[src/rtl/subtree_resp_merger_pkg.sv]
// Shared types and defaults for the subtree response fan-in path.
package subtree_pkg;

  localparam int unsigned NUM_CHILD_DEF = 5;
  localparam int unsigned DATA_W_DEF    = 16;
  localparam int unsigned SRC_W_DEF     = $clog2(NUM_CHILD_DEF);
  localparam int unsigned BEAT_CNT_W    = 16;

  // One upstream beat: payload plus index of the child that produced it.
  typedef struct packed {
    logic [DATA_W_DEF-1:0] data;
    logic [SRC_W_DEF-1:0]  src;
  } resp_beat_t;

  // Round-robin successor of idx among n children.
  function automatic int unsigned rr_next(input int unsigned idx, input int unsigned n);
    return (idx + 32'd1 >= n) ? 32'd0 : idx + 32'd1;
  endfunction

endpackage

[src/rtl/subtree_resp_merger_if.sv]
// Child-to-parent response bundle: per-child valid/ready/data in, one tagged beat out.
interface subtree_resp_merger_if
  import subtree_pkg::*;
#(
  parameter int unsigned NUM_CHILD = NUM_CHILD_DEF,
  parameter int unsigned DATA_W    = DATA_W_DEF
) ();

  localparam int unsigned SRC_W = $clog2(NUM_CHILD);

  logic [NUM_CHILD-1:0]        in_valid;
  logic [NUM_CHILD*DATA_W-1:0] in_data;
  logic [NUM_CHILD-1:0]        in_ready;
  logic                        out_valid;
  logic [DATA_W-1:0]           out_data;
  logic [SRC_W-1:0]            out_src;
  logic                        out_ready;
  logic [BEAT_CNT_W-1:0]       beat_count;

  // Environment side: children plus the upstream consumer.
  modport master (
    output in_valid, in_data, out_ready,
    input  in_ready, out_valid, out_data, out_src, beat_count
  );

  // Merger side.
  modport slave (
    input  in_valid, in_data, out_ready,
    output in_ready, out_valid, out_data, out_src, beat_count
  );

endinterface

[src/rtl/subtree_resp_merger_rr_arbiter.sv]
// Rotating-priority arbiter: search starts at ptr and wraps at NUM_CHILD-1.
module rr_arbiter
  import subtree_pkg::*;
#(
  parameter int unsigned NUM_CHILD = NUM_CHILD_DEF
) (
  input  logic [NUM_CHILD-1:0]         req,
  input  logic [$clog2(NUM_CHILD)-1:0] ptr,
  input  logic                         enable,
  output logic [NUM_CHILD-1:0]         gnt,
  output logic [$clog2(NUM_CHILD)-1:0] gnt_idx,
  output logic                         any_gnt
);

  localparam int unsigned SRC_W = $clog2(NUM_CHILD);

  logic [SRC_W:0] cand;

  // First requester at or after ptr wins; the extra cand bit absorbs ptr+k before the wrap.
  always_comb begin
    gnt     = '0;
    gnt_idx = '0;
    any_gnt = 1'b0;
    cand    = '0;
    if (enable) begin
      for (int unsigned k = 0; k < NUM_CHILD; k++) begin
        cand = {1'b0, ptr} + (SRC_W+1)'(k);
        if (cand >= (SRC_W+1)'(NUM_CHILD)) begin
          cand = cand - (SRC_W+1)'(NUM_CHILD);
        end
        if (!any_gnt && req[cand[SRC_W-1:0]]) begin
          any_gnt                 = 1'b1;
          gnt[cand[SRC_W-1:0]]    = 1'b1;
          gnt_idx                 = cand[SRC_W-1:0];
        end
      end
    end
  end

endmodule

[src/rtl/subtree_resp_merger.sv]
// Fan-in merger: round-robin over child response channels into one registered, tagged upstream beat.
module subtree_resp_merger
  import subtree_pkg::*;
#(
  parameter int unsigned NUM_CHILD = NUM_CHILD_DEF,
  parameter int unsigned DATA_W    = DATA_W_DEF
) (
  input logic                  clk,
  input logic                  rst,
  subtree_resp_merger_if.slave bus
);

  localparam int unsigned SRC_W = $clog2(NUM_CHILD);

  logic                  out_valid_q;
  logic [DATA_W-1:0]     out_data_q;
  logic [SRC_W-1:0]      out_src_q;
  logic [SRC_W-1:0]      ptr;
  logic [BEAT_CNT_W-1:0] beat_count_q;

  logic                  load;
  logic                  arb_en;
  logic [NUM_CHILD-1:0]  gnt;
  logic [SRC_W-1:0]      gnt_idx;
  logic                  any_gnt;
  logic [DATA_W-1:0]     sel_data;

  // Output stage can take a new beat when empty or draining this cycle.
  // Grants are suppressed during reset so no child is handshaked into a register being cleared.
  assign load   = !out_valid_q || bus.out_ready;
  assign arb_en = load && !rst;

  rr_arbiter #(
    .NUM_CHILD (NUM_CHILD)
  ) u_arb (
    .req     (bus.in_valid),
    .ptr     (ptr),
    .enable  (arb_en),
    .gnt     (gnt),
    .gnt_idx (gnt_idx),
    .any_gnt (any_gnt)
  );

  // Payload mux driven by the one-hot grant.
  always_comb begin
    sel_data = '0;
    for (int unsigned i = 0; i < NUM_CHILD; i++) begin
      if (gnt[i]) begin
        sel_data = bus.in_data[i*DATA_W +: DATA_W];
      end
    end
  end

  // Output register, round-robin pointer and delivered-beat counter.
  always_ff @(posedge clk) begin
    if (rst) begin
      out_valid_q  <= 1'b0;
      out_data_q   <= '0;
      out_src_q    <= '0;
      ptr          <= '0;
      beat_count_q <= '0;
    end else begin
      if (out_valid_q && bus.out_ready) begin
        beat_count_q <= beat_count_q + BEAT_CNT_W'(1);
      end
      if (load) begin
        if (any_gnt) begin
          out_valid_q <= 1'b1;
          out_data_q  <= sel_data;
          out_src_q   <= gnt_idx;
          ptr         <= SRC_W'(rr_next(32'(gnt_idx), NUM_CHILD));
        end else begin
          out_valid_q <= 1'b0;
        end
      end
    end
  end

  assign bus.in_ready   = gnt;
  assign bus.out_valid  = out_valid_q;
  assign bus.out_data   = out_data_q;
  assign bus.out_src    = out_src_q;
  assign bus.beat_count = beat_count_q;

endmodule

[src/flat_wrapper.sv]
// flat-port wrapper written by rule: the top's interface ports become plain ports
module subtree_resp_merger_flat import subtree_pkg::*;
#(
  parameter int unsigned NUM_CHILD = NUM_CHILD_DEF,
  parameter int unsigned DATA_W    = DATA_W_DEF
)
  (clk, rst, bus_in_valid, bus_in_data, bus_out_ready, bus_in_ready, bus_out_valid, bus_out_data, bus_out_src, bus_beat_count);
  subtree_resp_merger_if #(.NUM_CHILD(NUM_CHILD), .DATA_W(DATA_W)) bus_i ();
  input logic clk;
  input logic rst;
  input wire logic [$bits(bus_i.in_valid)-1:0] bus_in_valid;
  input wire logic [$bits(bus_i.in_data)-1:0] bus_in_data;
  input wire logic [$bits(bus_i.out_ready)-1:0] bus_out_ready;
  output wire logic [$bits(bus_i.in_ready)-1:0] bus_in_ready;
  output wire logic [$bits(bus_i.out_valid)-1:0] bus_out_valid;
  output wire logic [$bits(bus_i.out_data)-1:0] bus_out_data;
  output wire logic [$bits(bus_i.out_src)-1:0] bus_out_src;
  output wire logic [$bits(bus_i.beat_count)-1:0] bus_beat_count;
  assign bus_i.in_valid = bus_in_valid;
  assign bus_i.in_data = bus_in_data;
  assign bus_i.out_ready = bus_out_ready;
  assign bus_in_ready = bus_i.in_ready;
  assign bus_out_valid = bus_i.out_valid;
  assign bus_out_data = bus_i.out_data;
  assign bus_out_src = bus_i.out_src;
  assign bus_beat_count = bus_i.beat_count;
  subtree_resp_merger #(.NUM_CHILD(NUM_CHILD), .DATA_W(DATA_W)) u_core (.clk(clk), .rst(rst), .bus(bus_i));
endmodule
[config.mk]
export PLATFORM = sky130hd
export DESIGN_NAME = subtree_resp_merger_flat
export DESIGN_NICKNAME = d
export VERILOG_FILES = /design/src/rtl/subtree_resp_merger_pkg.sv /design/src/rtl/subtree_resp_merger_if.sv /design/src/rtl/subtree_resp_merger_rr_arbiter.sv /design/src/rtl/subtree_resp_merger.sv /design/src/flat_wrapper.sv
export SDC_FILE = /design/constraint.sdc
export NUM_CORES = 1
export LEC_CHECK = 0
export CORE_AREA = 10 10 94 129
export DETAILED_ROUTE_END_ITERATION = 16
export DIE_AREA = 0 0 104 139
export HOLD_SLACK_MARGIN = 0.06
export PLACE_DENSITY = 0.76
export SYNTH_ARGS = -nofsm -noshare
export SYNTH_HDL_FRONTEND = slang
export SYNTH_SLANG_ARGS = --single-unit
[constraint.sdc]
create_clock -name clk -period 3.8 [get_ports clk]
set_input_delay 0.38 -clock clk [delete_from_list [all_inputs] [get_ports clk]]
set_output_delay 0.38 -clock clk [all_outputs]
set_load 0.01 [all_outputs]
==> metrics.cfg <==
[placed_design]
dpl.hpwl_um = 14340
port_buffers = 128
place_congestion = 1.038

[power]
max-vdd-ir-drop_v = 0.0007885
p_per_area_nw_per_um2 = 979.3
p_leak_uw = 0.002378
total_power_uw = 6168

[detailed_routing]
drt_iter0_drc = 384
antenna_left = 0
vias = 5082
wl_per_cell_um = 21.72
drc = 0
routed_via_density = 6.130
firstDrtPassIters = 5
drt_wl_total_um = 18000

[logic_synthesis]
synth_compound_area_share_pct = 35.41
synth_cells = 516
synth_area_um2 = 4078
ys_types = 82
yosys_warnings = 0
yosysSeqAreaShare_pct = 19.15
synth_nets = 616
synth-simple-area-share_pct = 27.03
ys_async_sr_fraction_pct = 0
synth_top_area_share_pct = 19.15
syn_avg_cell_area_um2 = 7.902
muxShareOfSynthArea_pct = 3.897
synth_xor_area_share_pct = 3.866
synth_fa_ha_area_share_pct = 3.866
synth_top_family_by_area = compound AO/OA/AOI/OAI gates
synth_ff_type = dfxtp_1
ys_top_cells_by_area = dfxtp_1 19%, nand3_1 3.7%, a311oi_1 3.7%
synth_edf_count = 0
synth-seq-cells = 39
yosys.area.top_type = dfxtp_1

[floorplanning]
fp.dieArea_um2 = 14460
num_rows = 43
start_util_pct = 41.64
core_area_um2 = 9792
die_height_um = 139
io_pins = 129
die_w_um = 104

[timing]
max_freq_mhz = 270.6
max_slew_margin_pct = 52.09
grt_setup_unrepaired = true
tightestPinTransition_ns = 0.7111
fin_crit_ns = 3.696
drv_slew = 0
finalHoldViolations = 0
tns_ns = 0
period_share_pct = 97.26
fin_skew_ns = 0.002654
holdWs_ns = 0.4471
setup_violations = 0

[critical_path]
crit_buf_inv = 7
path_class = flop to flop
crit_chain = buf_4, buf_4, ha_1, buf_4, a21o_1, mux4_2, buf_4, and3b_2, or2_4, a31o_2, o21ai_4, inv_2, buf_4, a311oi_1, buf_4, o21ai_1
crit_path_frequent_cell = buf_4
cp_top_family = buffers and inverters
cp.arrival_ns = 3.85
crit_path_end_kind = flop
cpPeakStageDelay_ns = 0.48
crit_slowest_cell = mux4_2
required_ns = 3.96
startpoint_type = flop
cp_max_fo = 14

[grt]
grt_max_degree = 41
grt_first_pass_wirelength_um = 28290
first_global_vias = 5034
grt_overflow = 0
grtUsageTotal_pct = 23.90
grt_antenna_before_repair = 0

[cells_and_area]
area_growth_pct = 54.46
n_fill_cell = 856
nNetsFinal = 793
antenna_cells = 0
mostFrequentLayoutCells = 123 x clkdlybuf4s50_1, 78 x buf_4, 36 x dfxtp_1
layout-drive-gt1-share_pct = 22.48
final_common_cell = clkdlybuf4s50_1

[clocking]
clk_pin_slew_ns = 0.06
htreeDepth = 2
clockBufferDepth = 2
cts_sinks = 39
cts_hold_buf = 0
clock_latency_ns = 0.28
cts-root-buf = clkbuf_16
cts_buffers = 5
cts_tree = done

[status]
status = finished clean

[min_path]
hp-class = flop to flop

[job]
cap_violations = 0

cell usage after synthesis (3+ instances only):
cell       count
xnor2_1        5
and2_1         4
and3_1        22
nor2b_1        8
inv_2          3
o221ai_1      16
xor2_1        13
a311oi_1      17
a211o_1        5
nor2_1        34
a21oi_1       12
o32ai_1        3
o21ai_1       19
a211oi_1      18
ha_1          11
and4_1         4
dfxtp_1       39
a21o_1         5
o221a_2        3
a21oi_2        3
o211a_1        3
a31oi_1        3
nand3_1       30
inv_1         10
o2111ai_1      5
o21a_1         3
nand2b_1      12
o31ai_1        4
clkbuf_1      17
buf_6          7
o21ai_0       28
nor3b_1       16
a311o_1        3
buf_2         11
nand2_1       31
nand4_1       20
o211ai_1       3
mux2i_1       10
layer usage:
layer  global-route usage (%)  part of all wire [%]
met3                    6.140                   7.6
met2                    43.17                    51
met4                    9.699                   3.6
met1                    25.71                    38
met5                        0                     0
registers in the layout, summed over array words and instances, names as in the netlist:
register,count
u_core.bus.out_data,16
u_core.bus.out_src,3
u_core.ptr,3
u_core.bus.beat_count,16
u_core.bus.out_valid,1
final timing paths:
path                                       startpoint                      end  slack, ns  cells after the start
worst max-delay path                    u_core.ptr[1]  u_core.bus.out_data[10]       0.10                     16
worst min-delay path            u_core.bus.out_src[2]    u_core.bus.out_src[2]       0.45                      2
worst max register to register          u_core.ptr[1]  u_core.bus.out_data[10]       0.10                     16
worst min register to register  u_core.bus.out_src[2]    u_core.bus.out_src[2]       0.45                      2
kinds of logic (layout without fill, tap and decap cells):
kind of cell	Yosys count	count (layout)
muxes	14	14
DFF	39	39
buffers and inverters	53	231
xor gates and xnor gates	18	18
adders and majority gates	12	12
and+or+nand+nor	199	199
AOI/OAI and AO/OA	181	181
final cells by class:
type,instances,area [um2],area share [%]
inverter,13,48.80,0.7747
timing repair buffer,210,1909,30.31
clock buffer,5,125.1,1.986
sequential,39,784.5,12.46
tap,135,168.9,2.682
clock inverter,3,43.79,0.6953
multi-input combinational,424,3218,51.09
repair_timing:
action | in CTS | in global routing
endpoints found under the setup margin | 21 | 23
buffers inserted | 2 | 3
gates resized for setup | 18 | 35
pin swaps | 2 | 4
metrics by stage:
stage | cell area, um2 | utilization [%] | worst slack [ns] | cells
2_1_floorplan | 4079 | - | 0.0005778 | 516
3_3_place_gp | 5912 | 60.38 | -0.09700 | 816
3_5_place_dp | 5912 | 60.38 | -0.1041 | 816
4_1_cts | 6138 | 62.69 | 0.002574 | 826
5_1_grt | 6299 | 64.32 | -0.02041 | 829
6_report | 6299 | 64.32 | 0.1041 | 829
power by group:
group          internal (uW)  switching (uW)  total, uW
clock network            310             171        480
logic                   2330            2830       5150
registers                495            38.6        533
total                   3130            3040       6170
tightest hold or removal path, cell delays in order, from the launching register on:
cell and delay, ns:
dfxtp_1 0.31, nand2_1 0.05, nand2_1 0.04
(Power assumes the default switching activity.)
==> edit 1, RTL diff (config.mk and constraints unchanged) <==
Make the reset (`rst`) asynchronous in one clocked block.
--- a/src/rtl/subtree_resp_merger.sv
+++ b/src/rtl/subtree_resp_merger.sv
@@ -52,7 +52,7 @@
   end
 
   // Output register, round-robin pointer and delivered-beat counter.
-  always_ff @(posedge clk) begin
+  always_ff @(posedge clk or posedge rst) begin
     if (rst) begin
       out_valid_q  <= 1'b0;
       out_data_q   <= '0;
Formal check against the unedited RTL: differs if rst is asserted again (counterexample within 4 cycles, from zero or initial values and one cycle with rst high); with rst held inactive, the same outputs for 4 cycles.
==> edit 1 against the original RTL <==
- the run now ends with negative setup slack left
- total power decreased by 13%
- sequential share of layout area increased by 2.4 points
- die area unchanged
- sequential cell count unchanged
- routed wire length decreased by 11%
- synthesized area decreased by 4.7%
- cell area increased by 4.3%
- worst setup slack got worse by 0.25 ns
==> edit 1: results (changes against the original RTL) <==
Status
  • Status: finished with violations
  • Failing checks: negative setup slack

Hold path
  • Hold depth: 1 (-1)

Synth
  • Synth top cells by count: inv_1 (50), nand2_1 (50), nor2_1 (44), dfrtp_1 (39), mux2i_1 (25)
  • Xor and xnor area share after synthesis: 4.281% (+0.41 points)
  • Cells after Synth: 501 (-2.9%)
  • Dominant cells by area after synthesis: dfrtp_1 (25%), mux2i_1 (6.4%), inv_1 (4.8%)
  • Adder and majority cell fraction of the synthesized area: 4.055% (+0.19 points)
  • Post-synthesis mux area share: 7.306% (+3.4 points)
  • Synth async-reset ratio: 100.0% (+100 points)

Layout
  • Share of cells above drive strength 1: 26.55% (+4.1 points)

Timing
  • Final WS setup: -0.1415 ns (-0.2456 ns)
  • Finish-stage setup viols: 5 (+5)
  • Setup tns final: -0.4120 ns (-0.4120 ns)
  • Slew HR: 71.26% (+19 points)

Routing
  • TritonRoute pass-1 iters: 4 (-1)

Worst setup path
  • Worst-case reg-to-reg path depth: 19 (+3)
  • CP Data Arrival Time: 3.56 ns (-0.29 ns)
  • R2r endpoint: u_core.ptr[0]
  • Largest fanout on the critical path: 5 (-9)
  • Reg2reg start: u_core.ptr[0]

Global route
  • Largest net degree at the start of global routing: 23 (-44%)
  • Vias in the first global route: 4,978 (-1.1%)
  • All-Layer GR Usage: 20.99% (-2.9 points)

Pwr
  • P_leak: 2.972 nW (+25%)

Placed design
  • Dpl ws: -0.2869 ns (-0.1828 ns)
  • DP Wirelength: 12,890 um (-10%)
==> edit 1: cell count changes after synthesis, moves of 19 or more <==
cell / unedited run / this run
and3_1: 22 / 2
inv_1: 10 / 50
a31oi_1: 3 / 22
dfrtp_1: 0 / 39
dfxtp_1: 39 / 0
o22ai_1: 0 / 19
nand2_1: 31 / 50
==> edit 1: cell families (layout without fill, tap and decap cells) <==
logic type	after synthesis	after routing
buffers and inverters	84	310
XOR/XNOR	19	19
multiplexers	28	28
flip-flops	39	39
adder cells (fa/ha/maj)	12	12
AO/OA/AOI/OAI	148	148
AND/OR/NAND/NOR	171	171
==> edit 1: critical path, delay by kind of cell (launching register included) <==
kind / cells / cell delay (ns)
AND/OR/NAND/NOR: 5 / 1.10
flip-flops: 1 / 0.43
buffers and inverters: 4 / 0.28
adder cells (fa/ha/maj): 2 / 0.76
AO/OA/AOI/OAI: 3 / 0.69
==> edit 1: how the worst max path moves through the flow <==
stage / from / end / slack, ns / cells after the start
2_1_floorplan: u_core.ptr[0] / bus_in_ready[2] / -0.15 / 18
3_3_place_gp: u_core.ptr[0] / bus_in_ready[2] / -0.24 / 15
3_5_place_dp: u_core.ptr[0] / bus_in_ready[2] / -0.29 / 15
4_1_cts: u_core.ptr[0] / bus_in_ready[2] / -0.11 / 14
5_1_grt: u_core.ptr[0] / bus_in_ready[2] / -0.22 / 16
6_report: u_core.ptr[0] / bus_in_ready[2] / -0.14 / 14
==> edit 1: power groups by stage <==
stage | registers [mW] | clock network (mW) | logic, mW
2_1_floorplan | 0.741 | 0 | 1.97
3_3_place_gp | 0.689 | 0 | 3.66
3_5_place_dp | 0.701 | 0 | 3.70
4_1_cts | 0.697 | 0.491 | 3.88
5_1_grt | 0.719 | 0.505 | 4.48
6_report | 0.695 | 0.485 | 4.17
==> edit 1: per-layer routing <==
metal  track usage, %  routed length, um  up-vias
li1                 -                  -     2252
met1            22.02               6078     2242
met2            38.39               8405      172
met3            5.628               1167       32
met4            8.670                446        0
met5                0                  0        -
==> edit 1: final cells by class <==
| type | instances | area, um^2 | share of cell area (%) |
|---|---|---|---|
| multi-input combinational | 378 | 2796 | 42.59 |
| timing repair buffer | 250 | 2255 | 34.34 |
| tap | 135 | 168.9 | 2.572 |
| sequential | 39 | 977.2 | 14.88 |
| inverter | 52 | 200.2 | 3.049 |
| clock inverter | 3 | 43.79 | 0.6669 |
| clock buffer | 5 | 125.1 | 1.905 |
==> edit 1: repair_timing <==
| action | in CTS | in global routing |
|---|---|---|
| buffers inserted | 6 | 5 |
| setup endpoints to repair | 16 | 24 |
| gates resized for setup | 39 | 37 |
| pin swaps | 10 | 16 |
| hold endpoints to repair | 0 | 0 |
==> edit 2, RTL diff (config.mk and constraints unchanged) <==
Without the edit above. Set the package constant `NUM_CHILD_DEF` to 4 (it was 5).
--- a/src/rtl/subtree_resp_merger_pkg.sv
+++ b/src/rtl/subtree_resp_merger_pkg.sv
@@ -1,7 +1,7 @@
 // Shared types and defaults for the subtree response fan-in path.
 package subtree_pkg;
 
-  localparam int unsigned NUM_CHILD_DEF = 5;
+  localparam int unsigned NUM_CHILD_DEF = 4;
   localparam int unsigned DATA_W_DEF    = 16;
   localparam int unsigned SRC_W_DEF     = $clog2(NUM_CHILD_DEF);
   localparam int unsigned BEAT_CNT_W    = 16;
Ports: changed (resized bus_in_data, bus_in_ready, bus_in_valid and bus_out_src); port bits go from 129 to 110. The function was not compared with the original's and may differ.
==> edit 2 against the original RTL <==
- register-to-register slack improved by 0.39 ns
- worst setup slack gained 0.12 ns
- final cell count shrank 32%
- cell area decreased by 36%
- synthesized area fell by 34%
- critical path depth down 9
- via count decreased by 43%
- sequential power fell by 17%
- sequential cell count fell by 2
- die area is the same
- total power shrank 77%
- global-route usage shrank 11 points
- routed wire length is 47% lower
- critical path type is now flop to primary output
- largest power group unchanged
==> edit 2: results (changes against the original RTL) <==
CTS
  • Postcts setup bufs: 0 (-2)

Synth
  • Dominant cells by area after synthesis: dfxtp_1 (28%), a31oi_1 (11%), a21o_1 (5.9%)
  • Synth top cells by count: a31oi_1 (46), dfxtp_1 (37), inv_1 (26), nand2_1 (23), nor2_1 (23)
  • Synth cell types: 50 (-39%)

Worst setup path
  • Largest fanout on the critical path: 10 (-4)
  • CP Data Arrival Time: 3.19 ns (-0.66 ns)
  • Crit-path slowest cell: clkdlybuf4s50_1
  • Worst path top cell family by delay: compound AO/OA/AOI/OAI gates
  • Worst path max stage delay: 0.58 ns (+0.10 ns)

Global route
  • All-Layer GR Usage: 12.64% (-11 points)
  • Vias in the first global route: 2,983 (-41%)
  • Largest net degree at the start of global routing: 31 (-24%)
  • First-pass GRT wire length: 15,310 um (-46%)

Routing
  • Final WL: 9531 um (-47%)
  • Vias/cell: 5.153 (-16%)
  • DR iter-0 viols: 216 (-44%)

Placed design
  • Placed cell areas: 3884 um^2 (-34%)
  • DP Wirelength: 7504 um (-48%)
  • Routability Congestion: 0.9236 (-11%)

Timing
  • Clk_skew: 0.005040 ns (+0.002386 ns)

Pwr
  • Switching Fraction: 31.39% (-18 points)
  • P_leak: 1.457 nW (-39%)
  • Peak supply drop: 0.1630 mV (-79%)

Layout
  • Layout fillers: 1,001 (+17%)
  • Layout Nets: 508 (-36%)
  • Share of cells above drive strength 1: 9.346% (-13 points)
  • Synth-to-Final Area Change: 51.14%

Status
  • Status: completed
edit 2: cell types whose count changed after synthesis, sizes merged, moves of 12 or more:
| cell | change |
|---|---|
| o221ai | -17 |
| a22oi | +14 |
| a31oi | +42 |
| inv | +13 |
| nor2 | -12 |
| a311oi | -18 |
| a21o | +16 |
| nand4 | -15 |
| and3 | -22 |
| nand3 | -25 |
| o21ai | -41 |
edit 2: through the flow:
stage,hold slack [ns],std cells,setup WS (ns)
after floorplan,0.4974,325,0.6753
after global placement,0.4619,556,0.5231
after detailed placement,0.4433,556,0.3745
after CTS,0.4566,563,0.05879
after global routing,0.4820,563,0.08734
final,0.4500,563,0.2281
edit 2: cells by family (layout without fill, tap and decap cells):
kind of cell,Yosys count,in the layout,share of synthesized area [%]
compound gates,127,127,35.51
mux,5,5,3.266
xor+xnor,14,14,4.573
buf+inv,53,156,9.799
flops,37,37,27.62
fa+ha+maj,9,9,4.200
simple gates,80,80,15.03
edit 2: layout make-up:
cell class	count	area share [%]
timing repair buffer	123	29.52
multi-input combinational	235	41.65
tap	135	4.168
clock buffer	5	3.087
sequential	37	18.31
inverter	26	2.408
clock inverter	2	0.8645
edit 2: what timing repair did:
| item | 4_1_cts | 5_1_grt |
|---|---|---|
| hold endpoints to repair | 0 | 0 |
| endpoints found under the setup margin | 0 | 4 |
| gates resized for setup | 0 | 3 |
edit 2: worst reg2reg max path, cell delays in order (launching register included):
cell     delay, ns
dfxtp_2       0.41
inv_1         0.14
ha_2          0.46
mux4_2        0.66
a21o_1        0.25
o22ai_4       0.10
buf_4         0.25
and4_1        0.62
a31oi_1       0.17
a31oi_1       0.19
edit 2: final timing paths:
| check | start | endpoint | slack, ns | cells past startpoint |
|---|---|---|---|---|
| worst min register to register | u_core.bus.out_src[0] | u_core.bus.out_src[0] | 0.45 | 1 |
| worst max register to register | u_core.ptr[1] | u_core.bus.out_data[10] | 0.49 | 9 |
| worst min-delay path | u_core.bus.out_src[0] | u_core.bus.out_src[0] | 0.45 | 1 |
| worst max-delay path | u_core.ptr[0] | bus_in_ready[0] | 0.23 | 7 |
edit 2: routing by layer:
| metal | part of all wire (%) | global-route usage (%) | vias up |
|---|---|---|---|
| met4 | 1.4 | 4.923 | 0 |
| met2 | 51 | 21.55 | 118 |
| met5 | 0 | 0 | - |
| met1 | 41 | 14.50 | 1367 |
| met3 | 6.9 | 3.628 | 8 |
| li1 | - | - | 1408 |
edit 2: power groups by stage:
stage	Combinational (mW)	Clock (mW)	Sequential [mW]
floorplan	0.318	0	0.462
global placement	0.517	0	0.451
detailed placement	0.528	0	0.453
CTS	0.531	0.473	0.445
global route	0.575	0.487	0.449
finish	0.532	0.460	0.445
